### config.mk
export PLATFORM = sky130hd
export DESIGN_NAME = parity_frame_tx_flat
export DESIGN_NICKNAME = d
export VERILOG_FILES = /design/src/rtl/parity_frame_tx_if.sv /design/src/rtl/parity_frame_tx.sv /design/src/flat_wrapper.sv
export SDC_FILE = /design/constraint.sdc
export NUM_CORES = 1
export LEC_CHECK = 0
export CORE_MARGIN = 1.5
export CORE_UTILIZATION = 30
export CTS_BUF_LIST = sky130_fd_sc_hd__clkbuf_4 sky130_fd_sc_hd__clkbuf_8 sky130_fd_sc_hd__clkbuf_16
export DETAILED_ROUTE_END_ITERATION = 12
export SETUP_SLACK_MARGIN = 0.4
export SYNTH_ARGS = -nofsm -noshare
export SYNTH_HDL_FRONTEND = slang
export SYNTH_SLANG_ARGS = --single-unit
### constraint.sdc
create_clock -name clk -period 1.9 [get_ports clk]
set_clock_uncertainty 0.15 [all_clocks]
set_input_delay 0.285 -clock clk [delete_from_list [all_inputs] [get_ports clk]]
set_output_delay 0.285 -clock clk [all_outputs]
set_load 0.02 [all_outputs]
### src/rtl/parity_frame_tx_if.sv
// Handshake and serial-line bundle for parity_frame_tx.
// The err_inj signal exists only when PAR_ERR_INJECT_EN is defined.
interface parity_frame_tx_if #(
    parameter int unsigned DATA_W = 4
);
    logic [DATA_W-1:0] data_in;
    logic              par_odd;
    logic              valid;
    logic              ready;
    logic              tx;
    logic              even_par;
    logic              odd_par;
    logic              busy;
    logic              done;
`ifdef PAR_ERR_INJECT_EN
    logic              err_inj;
`endif

    modport master (
        output data_in, par_odd, valid,
`ifdef PAR_ERR_INJECT_EN
        output err_inj,
`endif
        input  ready, tx, even_par, odd_par, busy, done
    );

    modport slave (
        input  data_in, par_odd, valid,
`ifdef PAR_ERR_INJECT_EN
        input  err_inj,
`endif
        output ready, tx, even_par, odd_par, busy, done
    );
endinterface

### src/rtl/parity_frame_tx.sv
// Serial frame transmitter: start bit, DATA_W bits LSB first, parity bit, stop bit.
// Define PAR_ERR_INJECT_EN to add err_inj, which corrupts the sent parity bit of one frame.
module parity_frame_tx #(
    parameter int unsigned DATA_W       = 4,
    parameter int unsigned CLKS_PER_BIT = 4
) (
    input logic                 clk,
    input logic                 rst_n,
    parity_frame_tx_if.slave    bus
);
    localparam int unsigned CntW = (CLKS_PER_BIT > 1) ? $clog2(CLKS_PER_BIT) : 1;
    localparam int unsigned IdxW = (DATA_W > 1) ? $clog2(DATA_W) : 1;

    typedef enum logic [2:0] {
        StIdle,
        StStart,
        StData,
        StParity,
        StStop
    } state_e;

    state_e            state_q, state_d;
    logic [CntW-1:0]   cnt_q, cnt_d;
    logic [IdxW-1:0]   idx_q, idx_d;
    logic [DATA_W-1:0] data_q, data_d;
    logic              par_odd_q, par_odd_d;
    logic              even_par_q, even_par_d;
    logic              inj_q, inj_d;
    logic              done_q, done_d;
    logic              tx_val;
    logic              bit_end;
    logic              par_bit;
    logic              inj_in;

`ifdef PAR_ERR_INJECT_EN
    assign inj_in = bus.err_inj;
`else
    assign inj_in = 1'b0;
`endif

    assign bit_end = (cnt_q == CntW'(CLKS_PER_BIT - 1));
    // inj_q is constant zero unless error injection is built in
    assign par_bit = (par_odd_q ? ~even_par_q : even_par_q) ^ inj_q;

    always_ff @(posedge clk or negedge rst_n) begin
        if (!rst_n) begin
            state_q    <= StIdle;
            cnt_q      <= '0;
            idx_q      <= '0;
            data_q     <= '0;
            par_odd_q  <= 1'b0;
            even_par_q <= 1'b0;
            inj_q      <= 1'b0;
            done_q     <= 1'b0;
        end else begin
            state_q    <= state_d;
            cnt_q      <= cnt_d;
            idx_q      <= idx_d;
            data_q     <= data_d;
            par_odd_q  <= par_odd_d;
            even_par_q <= even_par_d;
            inj_q      <= inj_d;
            done_q     <= done_d;
        end
    end

    always_comb begin
        state_d    = state_q;
        cnt_d      = cnt_q;
        idx_d      = idx_q;
        data_d     = data_q;
        par_odd_d  = par_odd_q;
        even_par_d = even_par_q;
        inj_d      = inj_q;
        done_d     = 1'b0;
        tx_val     = 1'b1;

        unique case (state_q)
            StIdle: begin
                if (bus.valid) begin
                    data_d     = bus.data_in;
                    par_odd_d  = bus.par_odd;
                    even_par_d = ^bus.data_in;
                    inj_d      = inj_in;
                    cnt_d      = '0;
                    idx_d      = '0;
                    state_d    = StStart;
                end
            end
            StStart: begin
                tx_val = 1'b0;
                if (bit_end) begin
                    cnt_d   = '0;
                    state_d = StData;
                end else begin
                    cnt_d = cnt_q + CntW'(1);
                end
            end
            StData: begin
                tx_val = data_q[idx_q];
                if (bit_end) begin
                    cnt_d = '0;
                    if (idx_q == IdxW'(DATA_W - 1)) begin
                        idx_d   = '0;
                        state_d = StParity;
                    end else begin
                        idx_d = idx_q + IdxW'(1);
                    end
                end else begin
                    cnt_d = cnt_q + CntW'(1);
                end
            end
            StParity: begin
                tx_val = par_bit;
                if (bit_end) begin
                    cnt_d   = '0;
                    state_d = StStop;
                end else begin
                    cnt_d = cnt_q + CntW'(1);
                end
            end
            StStop: begin
                tx_val = 1'b1;
                if (bit_end) begin
                    cnt_d   = '0;
                    done_d  = 1'b1;
                    state_d = StIdle;
                end else begin
                    cnt_d = cnt_q + CntW'(1);
                end
            end
            default: begin
                state_d = StIdle;
            end
        endcase
    end

    assign bus.ready    = (state_q == StIdle);
    assign bus.busy     = (state_q != StIdle);
    assign bus.tx       = tx_val;
    assign bus.even_par = even_par_q;
    assign bus.odd_par  = ~even_par_q;
    assign bus.done     = done_q;
endmodule

### src/flat_wrapper.sv
// flat-port wrapper written by rule: the top's interface ports become plain ports
module parity_frame_tx_flat 
#(
    parameter int unsigned DATA_W       = 4,
    parameter int unsigned CLKS_PER_BIT = 4
)
  (clk, rst_n, bus_data_in, bus_par_odd, bus_valid, bus_ready, bus_tx, bus_even_par, bus_odd_par, bus_busy, bus_done);
  parity_frame_tx_if #(.DATA_W(DATA_W)) bus_i ();
  input logic clk;
  input logic rst_n;
  input wire logic [$bits(bus_i.data_in)-1:0] bus_data_in;
  input wire logic [$bits(bus_i.par_odd)-1:0] bus_par_odd;
  input wire logic [$bits(bus_i.valid)-1:0] bus_valid;
  output wire logic [$bits(bus_i.ready)-1:0] bus_ready;
  output wire logic [$bits(bus_i.tx)-1:0] bus_tx;
  output wire logic [$bits(bus_i.even_par)-1:0] bus_even_par;
  output wire logic [$bits(bus_i.odd_par)-1:0] bus_odd_par;
  output wire logic [$bits(bus_i.busy)-1:0] bus_busy;
  output wire logic [$bits(bus_i.done)-1:0] bus_done;
  assign bus_i.data_in = bus_data_in;
  assign bus_i.par_odd = bus_par_odd;
  assign bus_i.valid = bus_valid;
  assign bus_ready = bus_i.ready;
  assign bus_tx = bus_i.tx;
  assign bus_even_par = bus_i.even_par;
  assign bus_odd_par = bus_i.odd_par;
  assign bus_busy = bus_i.busy;
  assign bus_done = bus_i.done;
  parity_frame_tx #(.DATA_W(DATA_W), .CLKS_PER_BIT(CLKS_PER_BIT)) u_core (.clk(clk), .rst_n(rst_n), .bus(bus_i));
endmodule
# == Word-level counts from Yosys, hierarchy flattened ==
# Index checks and enable logic that the tools add are counted.
# totals
wordCells,52
input_bits,8
output_inout_bits,6
reg_bits,14
# op_classes
muxes,19
magnitude_cmp,1
n_eq_ne,12
addsub,2
reduce_logical,10
n_bitwise,1
# ops
cell,n
3-bit two-way mux,6
3-bit one-hot mux with 5 select lines,1
2-bit by 1-bit != test with 1-bit output (second input constant),5
2-bit two-way mux,4
2-bit one-hot mux with 2 select lines,2
3-bit by 2-bit equality test with 1-bit output (second input constant),2
6-bit AND reduction,1
2-bit by 1-bit adder with 2-bit output (second input constant),2
2-bit equality test (second input constant),2
1-bit two-way mux,4
2-bit AND reduction,2
2-bit nonzero test,2
4-bit OR reduction,1
4-bit XOR reduction,1
3-bit by 1-bit equality test with 1-bit output (second input constant),1
3-bit equality test (second input constant),1
3-bit zero test,1
2-bit by 3-bit < comparator with 1-bit output (second input constant),1
1-bit one-hot mux with 3 select lines,1
3-bit AND reduction,1
3-bit nonzero test,1
1-bit binary-select mux with 2-bit select,1
2-bit != test (second input constant),1
1-bit inverter,1

# == Depth between registers and ports, before layout ==
# Gate-level depths: netlist of run 1.
# logic_depth
word_depth,4
mapped_depth,4

# == Worst setup path before layout of run 1 ==
# Ideal clock, no wire load.
# synth_timing
path_type,reg2out
from,reg u_core.idx_q[0]
to,out bus_tx
stages_incl_launch_ff,4
path_slack_ns,0.290
t_arrival_ns,1.175
required_ns,1.465
path_buffers,0
cell_sequence,dfrtp_1 -> mux4_2 -> nor4_1 -> a31oi_1
# synth_via
elab_chain_cells,3
# synth_lines
element,line_no,source
from (decl),parity_frame_tx.sv:24,"logic [IdxW-1:0] idx_q, idx_d;"
from (signal assigned),parity_frame_tx.sv:58,idx_q <= idx_d;
1-bit binary-select mux with 2-bit select,parity_frame_tx.sv:100,tx_val = data_q[idx_q];
1-bit two-way mux (implied by the code),parity_frame_tx.sv:100,
1-bit one-hot mux with 3 select lines,parity_frame_tx.sv:78,unique case (state_q)
to (decl),flat_wrapper.sv:15,output wire logic [$bits(bus_i.tx)-1:0] bus_tx;
# No other way between the ends. The select of a mux whose other input is x is not followed.

# == Worst setup path after layout of run 1 ==
# Same ends and word-level chain as after synthesis.

==> flow_summary_export.csv, run 1 <==
group,metric,value,unit
global_route,grt_use_met1,18.6,%
clock_tree,hold_buffers,0,
global_route,track_usage,16.1,%
floorplanning,initial_core_util,31.3,%
clock_tree,cts_tree,"built",
hold_path,hold_path_class,"in2async",
synthesis,ys_seq_area_share,45.5,%
critical_path,ff2ff_path_depth,5,
timing,drv_slew,0,
clock_tree,cts.reportedPaths.clkPinSlew,80,ps
synthesis,synth_edf_count,0,
flow_run,max_cap_violations,0,
status,status,"finished, violations left",
global_route,met2_usage,29.0,%
timing,setup_viol,1,
timing,fin_crit_sh,104,%
final_layout,finalInstanceArea,1240,um2
detailed_routing,vias,672,
synthesis,syn_avg_cell_area,11.3,um2
global_route,grt_max_degree,10,
status,violations,"setup timing",
global_route,antenna_found_initial,0,
global_route,grt.busiest_layer,"met2",
clock_tree,cts.path.max_buffers,2,
critical_path,crit_start,"u_core.idx_q[0]",
synthesis,netlist_instances,68,
floorplanning,die_h,53.6,um
floorplanning,die_w,53.6,um
global_route,use_met3,5.00,%
final_layout,layout.nets,119,
power_and_ir_drop,powerDensity,1680,nW/um2
critical_path,cp-endpoint,"bus_tx",
critical_path,r2r_slack,220,ps
detailed_routing,wl,1.96,mm
power_and_ir_drop,ir_drop,0.959,mV
detailed_routing,vias_per_cell,4.94,
synthesis,synth_nets,79,
power_and_ir_drop,power.leakage,0.561,nW
place,post-dp-hpwl,1.20,mm
critical_path,r2r-start,"u_core.state_q[1]",
synthesis,synth_seq_cells,14,
clock_tree,cts_max_level,1,
timing,final-hold-violation-count,0,
critical_path,critPathLaunchType,"flop",
critical_path,cp.required,1460,ps
floorplanning,io_pins,14,
timing,tightestPinTransition,336,ps
final_layout,drive_gt1_share,53.8,%
floorplanning,coreArea,2450,um2
clock_tree,cts_root_buf,"clkbuf_4",
synthesis,synthTopCellsByArea,"dfrtp_1 46%, mux2_2 8.8%, ha_1 4.9%, xnor2_1 4.6%, nor4b_4 3.1%",
synthesis,post-synth-top-count-cell,"dfrtp_1",
synthesis,synth_top_area_cell,"dfrtp_1",
detailed_routing,first_iter_violations,9,
critical_path,cp_max_fo,2,
synthesis,async_flop_share,100,%
synthesis,synth.top_cells.by_count,"14 x dfrtp_1, 6 x mux2_2, 5 x nor2_1",
detailed_routing,firstDrtPassIters,4,
final_layout,stdcell_count,136,
timing,tns,-82.9,ps
timing,period_minus_slack,1980,ps
timing,rsz0062_at_grt,"true",
timing,fmax,504,MHz
place,gp_congestion,0.781,
timing,slew_headroom,77.5,%
critical_path,slowest_delay,540,ps
detailed_routing,drtAntennaViolNets,0,
final_layout,fillers,214,
critical_path,worstPathCellList,"mux4_2 -> nor4_4 -> a31oi_2 -> buf_2",
final_layout,syn2layout_area_growth,61.5,%
detailed_routing,drc,0,
critical_path,crit_arrival,1550,ps
global_route,gr-total-overflow,0,
floorplanning,die_area,2880,um2
global_route,grt_pass1_wl,3.25,mm
critical_path,regToRegEndpoint,"u_core.data_q[3]",
synthesis,synth_top_area_share,45.5,%
floorplanning,rows,18,
clock_tree,numCtsBuffers,3,
clock_tree,clock_sinks,14,
critical_path,worstSetupEndpointType,"primary output",
final_layout,antenna_cells,0,
global_route,grt_pass1_vias,699,
synthesis,synth-warning-count,0,
timing,fin_ws,-82.9,ps
synthesis,synth_area,769,um2
place,placed_area,1040,um2
critical_path,crit_slowest_cell,"mux4_2",
synthesis,synth_ff_type,"dfrtp_1",
place,io_buffers,13,
critical_path,setup.worst_path.class,"reg2out",
detailed_routing,routedWlPerCell,14.4,um
clock_tree,clkLatencyLatePin,270,ps
synthesis,synthDistinctLibCells,29,
place,placed_cells,122,
## cells in the final DEF, fill, tap and decap left out, drive strengths merged
master,count
nor2b,2
dlygate4sd2,1
o32ai,1
a31oi,1
clkbuf,3
buf,30
nor3b,1
or4,1
nor3,1
mux4,1
a21o,1
a211oi,1
mux2,6
o21ai,2
dfrtp,14
and3,2
and4,1
nor4,1
o311a,1
a31o,1
and2,1
a21oi,3
clkdlybuf4s50,7
xor2,1
inv,4
nor2,5
xnor2,4
nand2,4
a21boi,1
ha,3
nor4b,1
## registers in the layout, indices dropped and copies added, names as in the netlist
register             flops
u_core.bus.even_par      1
u_core.bus.done          1
u_core.data_q            4
u_core.state_q           3
u_core.par_odd_q         1
u_core.idx_q             2
u_core.cnt_q             2
## stage by stage
| step | hold WS, ps | util [%] | worst slack [ps] | power (W) |
|---|---|---|---|---|
| 6_report | 117 | 50.6 | -82.9 | 0.00209 |
| 5_1_grt | 113 | 50.6 | -177 | 0.00223 |
| 4_1_cts | 118 | 48.8 | -108 | 0.00199 |
| 3_5_place_dp | 361 | 42.4 | -174 | 0.00155 |
| 3_3_place_gp | 338 | 42.4 | -173 | 0.00153 |
| 2_1_floorplan | -161 | - | 304 | 0.00117 |
## where the power goes
group / internal (W) / switching [W]
Sequential: 0.000440 / 0.000138
Clock: 0.0000734 / 0.0000905
Combinational: 0.000773 / 0.000574
Total: 0.00129 / 0.000802
## how the worst min path moves through the flow
stage,start,endpoint,slack [ps]
3_3_place_gp,u_core.data_q[3],u_core.data_q[3],340
6_report,rst_n,u_core.state_q[0],120
3_5_place_dp,u_core.data_q[3],u_core.data_q[3],360
2_1_floorplan,rst_n,u_core.bus.done,-160
4_1_cts,rst_n,u_core.cnt_q[0],120
5_1_grt,rst_n,u_core.bus.done,110
## logic make-up after synthesis
group,Yosys count,share of synthesized area (%)
and+or+nand+nor,20,16.1
DFF,14,45.5
AOI/OAI and AO/OA,12,10.6
buffers and inverters,7,5.53
muxes,7,11.7
xor gates and xnor gates,5,5.69
adders and majority gates,3,4.88
## routing by layer
metal	vias to the layer above	wire (um)
met5	-	0
met4	0	13
met3	2	72
met2	18	1040
met1	332	839
li1	320	-
## worst max-delay path, delay by kind of cell (launching register included)
kind / cells / cell delay [ps]
buf+inv: 1 / 160
compound gates: 1 / 50
flops: 1 / 370
simple gates: 1 / 160
mux: 1 / 540
## layout make-up
cell class,count,area [um2],area share (%)
clock buffer,3,22.5,1.81
tap,30,37.5,3.02
inverter,4,15.0,1.21
timing repair buffer,38,330,26.6
sequential,14,357,28.7
multi-input combinational,47,480,38.7
## what timing repair did
item                       in CTS  in global routing
setup endpoints to repair      13                 13
setup buffers                   9                  2
pin swaps                       7                  1
gates resized for setup        47                  8
No activity file was read; power rests on OpenSTA's default activity.
==> inputs of run 2 (changes only) <==
--- a/config.mk
+++ b/config.mk
@@ -6,7 +6,7 @@
 export NUM_CORES = 1
 export LEC_CHECK = 0
 export CORE_MARGIN = 1.5
-export CORE_UTILIZATION = 30
+export CORE_UTILIZATION = 40
 export CTS_BUF_LIST = sky130_fd_sc_hd__clkbuf_4 sky130_fd_sc_hd__clkbuf_8 sky130_fd_sc_hd__clkbuf_16
 export DETAILED_ROUTE_END_ITERATION = 12
 export SETUP_SLACK_MARGIN = 0.4
==> run 2 against run 1 <==
Hold slack improved by 31 ps; the flow still finishes with violations (setup timing); largest power group unchanged; critical endpoint unchanged; setup slack worse by 52 ps; fmax shrank 2.5%; non-clock buffer count is 4 higher; final cell count is the same.
==> flow_summary_export.csv, run 2 (synthesis gave the netlist of run 1 again) <==
group,metric,value,unit
status,violations,"setup timing",
clock_tree,cts.reportedPaths.clkPinSlew,90,ps
clock_tree,clkLatencyLatePin,280,ps
final_layout,largest_register,"u_core.data_q",
hold_path,hold_path_class,"in2async",
floorplanning,die_w,46.9,um
critical_path,setup.worst_path.class,"reg2out",
final_layout,final_cell_mix,"17 x buf_4, 16 x buf_6, 12 x dfrtp_1",
final_layout,reg.largest.list,"u_core.data_q: 4 flops, u_core.state_q: 3 flops",
final_layout,layout.nets,123,
clock_tree,numCtsBuffers,3,
critical_path,regToRegEndpoint,"u_core.data_q[1]",
clock_tree,cts_max_level,1,
timing,drv_slew,0,
final_layout,largest_reg_flops,4,
power_and_ir_drop,p_int,0.00141,W
place,gp_congestion,0.827,
final_layout,multi_input_area,494,um2
timing,rsz0062_at_grt,"true",
floorplanning,initial_core_util,43.6,%
power_and_ir_drop,power_switching,0.000832,W
detailed_routing,drc,0,
timing,period_minus_slack,2030,ps
final_layout,seq_area,353,um2
timing,setup_viol,1,
clock_tree,clock_sinks,14,
detailed_routing,wl,2.04,mm
global_route,track_usage,21.9,%
final_layout,antenna_cells,0,
power_and_ir_drop,powerDensity,1690,nW/um2
timing,fmax,491,MHz
critical_path,crit_arrival,1600,ps
final_layout,final_util,74.9,%
global_route,grt.busiest_layer,"met2",
timing,tightestPinTransition,374,ps
flow_run,max_cap_violations,0,
status,status,"finished, violations left",
floorplanning,io_pins,14,
critical_path,r2r_slack,190,ps
global_route,grt_pass1_vias,718,
global_route,grt_max_degree,15,
power_and_ir_drop,clockPowerShare,9.8,%
global_route,use_met3,3.08,%
final_layout,syn2layout_area_growth,71.7,%
clock_tree,cts_tree,"built",
power_and_ir_drop,p_comb_share,66.7,%
global_route,grt_pass1_wl,3.32,mm
detailed_routing,first_iter_violations,15,
critical_path,worstSetupEndpointType,"primary output",
critical_path,slowest_delay,510,ps
power_and_ir_drop,power.leakage,0.610,nW
global_route,grt_use_met1,29.3,%
timing,fin_ws,-135,ps
timing,slew_headroom,74.8,%
clock_tree,hold_buffers,0,
clock_tree,cts_root_buf,"clkbuf_4",
detailed_routing,vias_per_cell,5.18,
final_layout,fillers,128,
place,io_buffers,13,
detailed_routing,routedWlPerCell,15.0,um
power_and_ir_drop,netSwitchingFraction,37.2,%
global_route,met2_usage,34.8,%
power_and_ir_drop,ir_drop,1.17,mV
critical_path,cp_max_fo,2,
timing,fin_crit_sh,107,%
critical_path,crit_slowest_cell,"mux4_2",
global_route,antenna_found_initial,0,
critical_path,ff2ff_path_depth,5,
timing,whs,149,ps
floorplanning,die_area,2200,um2
critical_path,cp.required,1460,ps
detailed_routing,drtAntennaViolNets,0,
floorplanning,die_h,46.9,um
final_layout,final_common_cell,"buf_4",
final_layout,drive_gt1_share,60.4,%
floorplanning,rows,15,
critical_path,r2r-start,"u_core.state_q[1]",
detailed_routing,vias,704,
critical_path,critPathLaunchType,"flop",
floorplanning,coreArea,1760,um2
critical_path,worstPathCellList,"mux4_2 -> nor4_2 -> a31oi_2 -> buf_2",
global_route,gr-total-overflow,0,
detailed_routing,firstDrtPassIters,5,
power_and_ir_drop,power.share.sequential,23.5,%
timing,final-hold-violation-count,0,
final_layout,finalInstanceArea,1320,um2
place,post-dp-hpwl,1.28,mm
place,placed_area,1030,um2
clock_tree,cts.path.max_buffers,2,
==> run 2: changes by cell type in the layout (fill, tap and decap cells not counted), sizes merged <==
cell	delta
buf	+4
clkbuf	+1
==> run 2: worst max-delay path by stage <==
stage	start	endpoint	cells past startpoint
2_1_floorplan	u_core.idx_q[0]	bus_tx	3
3_3_place_gp	u_core.idx_q[0]	bus_tx	4
3_5_place_dp	u_core.idx_q[0]	bus_tx	4
4_1_cts	u_core.idx_q[0]	bus_tx	4
5_1_grt	u_core.idx_q[0]	bus_tx	4
6_report	u_core.idx_q[0]	bus_tx	4
==> run 2: repair_timing <==
item	CTS	global route
setup buffers	13	2
gates resized for setup	59	10
endpoints found under the hold margin	0	0
pin swaps	5	3
endpoints found under the setup margin	13	15
==> run 2: metrics by stage <==
stage | setup WS (ps) | TNS, ps | std cells | power [W]
after global routing | -184 | -184 | 136 | 0.00237
final | -135 | -135 | 136 | 0.00224
after CTS | -117 | -117 | 134 | 0.00213
after detailed placement | -183 | -183 | 117 | 0.00155
after floorplan | 304 | 0 | 68 | 0.00117
after global placement | -168 | -168 | 117 | 0.00153
==> run 2: cell type report <==
class                   count  area share (%)
clock buffers               4            2.75
inverters                   4            1.14
repair buffers             42            29.6
multi-input cells          47            37.4
well taps                  25            2.37
flip-flops and latches     14            26.7
==> run 2: power groups by stage <==
| stage | sequential (W) | combinational (W) | clock (W) |
|---|---|---|---|
| floorplan | 0.000525 | 0.000644 | 0 |
| global placement | 0.000541 | 0.000991 | 0 |
| detailed placement | 0.000550 | 0.00100 | 0 |
| CTS | 0.000526 | 0.00138 | 0.000226 |
| global route | 0.000536 | 0.00160 | 0.000238 |
| finish | 0.000525 | 0.00149 | 0.000219 |
==> run 2: critical path, delay by kind of cell (launching register included) <==
| family | cells | cell delay (ps) |
|---|---|---|
| compound gates | 1 | 60 |
| buf+inv | 1 | 170 |
| flops | 1 | 380 |
| mux | 1 | 510 |
| simple gates | 1 | 210 |
==> run 2: metal layers <==
layer | vias up | share of wire [%]
li1 | 326 | -
met1 | 344 | 46
met2 | 25 | 48
met3 | 9 | 3.4
met4 | 0 | 2.7
met5 | - | 0
